## config.mk

```make
export PLATFORM = sky130hd
export DESIGN_NAME = axi4_stream_pkt_gen
export DESIGN_NICKNAME = d
export VERILOG_FILES = /design/src/rtl/axi4_stream_pkt_gen.sv
export SDC_FILE = /design/constraint.sdc
export NUM_CORES = 1
export LEC_CHECK = 0
export ABC_CLOCK_PERIOD_IN_PS = 2400
export BUFFER_PORTS_ARGS = -buffer_cell sky130_fd_sc_hd__buf_2
export CAP_MARGIN = 20
export CORE_ASPECT_RATIO = 2
export CORE_MARGIN = 4
export CORE_UTILIZATION = 55
export CTS_CLUSTER_DIAMETER = 30
export CTS_CLUSTER_SIZE = 8
export DETAILED_ROUTE_END_ITERATION = 10
export PLACE_DENSITY = 0.79
export SLEW_MARGIN = 20
export SYNTH_ARGS = -nofsm -noshare
export SYNTH_HDL_FRONTEND = slang
export SYNTH_SLANG_ARGS = --single-unit
```

## constraint.sdc

```tcl
create_clock -name clk -period 2.4 [get_ports clk]
set_input_delay 0 -clock clk [delete_from_list [all_inputs] [get_ports clk]]
set_output_delay 0 -clock clk [all_outputs]
set_load 0.005 [all_outputs]
```

## src/rtl/axi4_stream_pkt_gen.sv

```systemverilog
// AXI4-Stream packet generator: on start, emits a burst of packets carrying an incrementing
// data pattern, with a programmable packet count, packet length, seed and inter-packet gap.
module axi4_stream_pkt_gen #(
  parameter int DATA_WIDTH = 16,
  parameter int LEN_WIDTH  = 8,
  parameter int CNT_WIDTH  = 8,
  parameter int GAP_WIDTH  = 4
) (
  input  logic                  clk,
  input  logic                  rst,
  input  logic                  start,
  input  logic [CNT_WIDTH-1:0]  num_pkts,
  input  logic [LEN_WIDTH-1:0]  pkt_len,
  input  logic [GAP_WIDTH-1:0]  gap_cycles,
  input  logic [DATA_WIDTH-1:0] seed,
  output logic                  m_tvalid,
  input  logic                  m_tready,
  output logic [DATA_WIDTH-1:0] m_tdata,
  output logic                  m_tlast,
  output logic                  busy,
  output logic                  done,
  output logic [CNT_WIDTH-1:0]  pkts_sent
);

  typedef enum logic [1:0] {IDLE, SEND, GAP, DONE} state_t;

  state_t               state;
  logic [CNT_WIDTH-1:0] num_cfg;
  logic [LEN_WIDTH-1:0] len_cfg;
  logic [GAP_WIDTH-1:0] gap_cfg;
  logic [LEN_WIDTH-1:0] beat_cnt;
  logic [GAP_WIDTH-1:0] gap_cnt;

  // Single FSM: every output is a register that is updated alongside the state transitions.
  always_ff @(posedge clk or posedge rst) begin
    if (rst) begin
      state     <= IDLE;
      m_tvalid  <= 1'b0;
      m_tdata   <= '0;
      m_tlast   <= 1'b0;
      busy      <= 1'b0;
      done      <= 1'b0;
      pkts_sent <= '0;
      num_cfg   <= '0;
      len_cfg   <= '0;
      gap_cfg   <= '0;
      beat_cnt  <= '0;
      gap_cnt   <= '0;
    end else begin
      done <= 1'b0;
      unique case (state)
        IDLE: begin
          if (start) begin
            num_cfg   <= num_pkts;
            len_cfg   <= pkt_len;
            gap_cfg   <= gap_cycles;
            pkts_sent <= '0;
            beat_cnt  <= '0;
            m_tdata   <= seed;
            if (num_pkts == '0 || pkt_len == '0) begin
              state <= DONE;
              done  <= 1'b1;
            end else begin
              state    <= SEND;
              m_tvalid <= 1'b1;
              m_tlast  <= (pkt_len == LEN_WIDTH'(1));
              busy     <= 1'b1;
            end
          end
        end
        SEND: begin
          if (m_tready) begin
            m_tdata <= m_tdata + DATA_WIDTH'(1);
            if (!m_tlast) begin
              // Next beat index is beat_cnt+1; it is the last one when it equals len_cfg-1.
              beat_cnt <= beat_cnt + LEN_WIDTH'(1);
              m_tlast  <= (beat_cnt + LEN_WIDTH'(2) == len_cfg);
            end else begin
              pkts_sent <= pkts_sent + CNT_WIDTH'(1);
              beat_cnt  <= '0;
              if (pkts_sent + CNT_WIDTH'(1) == num_cfg) begin
                state    <= DONE;
                m_tvalid <= 1'b0;
                m_tlast  <= 1'b0;
                busy     <= 1'b0;
                done     <= 1'b1;
              end else if (gap_cfg == '0) begin
                m_tlast <= (len_cfg == LEN_WIDTH'(1));
              end else begin
                state    <= GAP;
                m_tvalid <= 1'b0;
                m_tlast  <= 1'b0;
                gap_cnt  <= gap_cfg;
              end
            end
          end
        end
        GAP: begin
          if (gap_cnt == GAP_WIDTH'(1)) begin
            state    <= SEND;
            m_tvalid <= 1'b1;
            m_tlast  <= (len_cfg == LEN_WIDTH'(1));
          end else begin
            gap_cnt <= gap_cnt - GAP_WIDTH'(1);
          end
        end
        DONE: begin
          state <= IDLE;
        end
        default: begin
          state <= IDLE;
        end
      endcase
    end
  end

endmodule

```

==> reports/metrics.yaml <==
route:
  wl_mm: 9.90
  drt_iter0_markers: 156
  drc: 0
  drt.antenna.violating_nets: 0
  vias_per_cell: 5.93
  first_pass_iters: 4
  vias: 3552
  wire_per_inst_um: 16.5
synthesis:
  ys_async_sr_fraction_pct: 100
  ys_seq_elements: 62
  syn_area_per_cell_um2: 9.25
  postSynthCellCount: 408
  synth_edf_count: 0
  ys_types: 62
  syn_nets: 458
  synth_seq_area_share_pct: 41.1
  synth.cell_area_um2: 3770
  synth_flop_cell: "dfrtp_1"
  ys_warn_count: 0
floorplanning:
  ios: 68
  die_y_um: 125
  fp-row-count: 42
  start_util_pct: 56.5
  die-area_um2: 8330
  die_width_um: 66.6
  coreArea_um2: 6670
place:
  placedCellCount: 556
  placed_area_um2: 4230
  place_ws_ns: 0.135
  port_buffers: 67
  gp_congestion: 0.931
  dpl.hpwl_mm: 7.20
sta:
  setup_ws_ns: 0.118
  slew_headroom_pct: 63.6
  setup_viol: 0
  rsz0062_at_grt: "false"
  max_freq_mhz: 438
  skew_ns: 0.00364
  worst_pin_slew_ns: 0.541
  setup_tns_ns: 0
  drv_slew: 0
  finalHoldViolations: 0
  period_minus_slack_ns: 2.28
  post-route-period-util_pct: 95.1
power:
  p_sw_share_pct: 40.5
  p_per_area_nw_per_um2: 1220
  p_comb_share_pct: 47.3
  peakVddDrop_v: 0.000926
  cellLeakagePower_nw: 2.10
  p_sw_w: 0.00236
  pwr-share-seq_pct: 32.6
  pwr-share-clk_pct: 20.1
  p_int_w: 0.00346
min_path:
  hold_path_end: "m_tdata[10]"
  whs_path_depth: 3
  hold_class: "in -> reg"
  min_from: "seed[10]"
global_routing:
  gr-usage-all-layers_pct: 25.7
  grt_pass1_wl_mm: 16.7
  grt_max_degree: 42
  grt_overflow: 0
  antenna_found_initial: 0
  grt_pass1_vias: 3652
finish:
  final_layout_size_suffix_gt1_share_pct: 26.2
  layout_common_cells: "67 x buf_2, 62 x dfrtp_1, 42 x nand2_1"
  antenna_cells: 0
  final_nets: 557
  syn_to_final_growth_pct: 26.6
  final_common_cell: "buf_2"
  finish.instance_area_um2: 4780
  fin_cells: 599
clock_network:
  clock_path_buffers: 2
  root_buffer: "clkbuf_16"
  clock_latency_ns: 0.33
  cts_tree: "yes"
  h-tree-depth: 3
  cts_sinks: 62
  clkTransAtPathRegs_ns: 0.05
  cts_buffers: 9
  post_cts_buffers: 0
worst_setup_path:
  rr_worst_depth: 7
  crit_fanout: 8
  timing.rr.start: "pkts_sent[1]"
  max_stage_delay_ns: 0.45
  crit_slowest_cell: "dfrtp_1"
  worst_setup_path_end_kind: "register"
  r2r-end: "state[1]"
  cp.required_ns: 2.61
  path_cells: "ha_1 > o21ba_1 > a221o_2 > a21oi_2 > and3_4 > a32oi_2 > mux2_4"
  critPathKind: "reg -> reg"
  reg2reg_slack_ns: 0.12
  startpoint_type: "register"
  arrival_ns: 2.49
flow_run:
  drv_cap: 0
run_status:
  status: "complete, no violations"
[how the worst max path moves through the flow]
stage	endpoint	slack (ns)	start	cells past startpoint
3_3_place_gp	state[1]	0.22	pkts_sent[1]	7
4_1_cts	gap_cnt[1]	0.12	pkts_sent[1]	7
3_5_place_dp	state[1]	0.14	pkts_sent[1]	7
2_1_floorplan	state[1]	0.17	pkts_sent[0]	8
5_1_grt	gap_cnt[1]	0.007	pkts_sent[1]	7
6_report	state[1]	0.12	pkts_sent[1]	7
[power by group through the flow]
stage	registers (W)	logic (W)	clock network [W]
final	0.00190	0.00275	0.00117
after global routing	0.00195	0.00307	0.00124
after CTS	0.00188	0.00273	0.00120
after detailed placement	0.00190	0.00268	0
after global placement	0.00187	0.00258	0
after floorplan	0.00182	0.00193	0
[critical path: cells and delay by family, from the launching register on]
family / cells / cell delay, ns
DFF: 1 / 0.45
muxes: 1 / 0.33
AOI/OAI and AO/OA: 4 / 0.83
and+or+nand+nor: 1 / 0.24
adders and majority gates: 1 / 0.31
[registers in the layout, summed over array words and instances, names as in the netlist, 2 cells and up]
signal     flops
pkts_sent      8
gap_cnt        4
num_cfg        8
m_tdata       16
gap_cfg        4
beat_cnt       8
state          2
len_cfg        8
[cell families after synthesis]
kind of cell	count (synthesis)	share of synthesized area, %
buffers and inverters	35	4.28
adder cells (fa/ha/maj)	10	3.32
flip-flops	62	41.1
XOR/XNOR	20	4.64
AO/OA/AOI/OAI	119	20.1
multiplexers	26	7.76
AND/OR/NAND/NOR	136	18.7
[through the flow]
stage	total power (W)	utilization, %	hold WS (ns)
floorplan	0.00375	-	0.150
global placement	0.00445	63.3	-0.0287
detailed placement	0.00458	63.3	-0.0260
CTS	0.00581	71.5	0.000914
global route	0.00626	71.6	0.0269
finish	0.00582	71.6	0.00404
[routing by layer]
layer	up-vias	track usage, %	share of wire, %
li1	1707	-	-
met1	1676	27.5	37
met2	119	43.7	53
met3	50	5.66	4.3
met4	0	16.4	6.2
met5	-	0	0
[repair_timing]
item | 4_1_cts | 5_1_grt
endpoints found under the hold margin | 41 | 0
gates resized for setup | 0 | 1
setup endpoints to repair | 0 | 1
hold buffers | 28 | 0
[cell type report]
type,count,area [µm²]
Inverter,13,48.8
Multi-Input combinational cell,311,2070
Clock inverter,1,5.00
Timing Repair Buffer,110,728
Tap cell,88,110
Clock buffer,14,264
Sequential cell,62,1550
Fill cell,514,1900
[synthesized netlist by cell type (4+ instances only)]
master / instances / area [µm²]
dfrtp_1: 62 / 1550
nand2_1: 42 / 158
o21ai_0: 37 / 185
a21oi_1: 29 / 145
mux2_2: 22 / 248
nor2_1: 21 / 78.8
nand3_1: 19 / 95.1
inv_1: 13 / 48.8
nand4_1: 12 / 75.1
xnor2_1: 12 / 105
clkbuf_1: 11 / 41.3
ha_1: 10 / 125
o22ai_1: 10 / 62.6
xor2_1: 8 / 70.1
nor4_1: 7 / 43.8
o31ai_1: 6 / 45.0
and3_1: 5 / 31.3
nand2b_1: 5 / 31.3
a2bb2oi_1: 4 / 35.0
a31oi_1: 4 / 25.0
buf_1: 4 / 15.0
nor2b_1: 4 / 25.0
nor3_1: 4 / 20.0
Note: power is estimated with default switching activity, not from simulation.
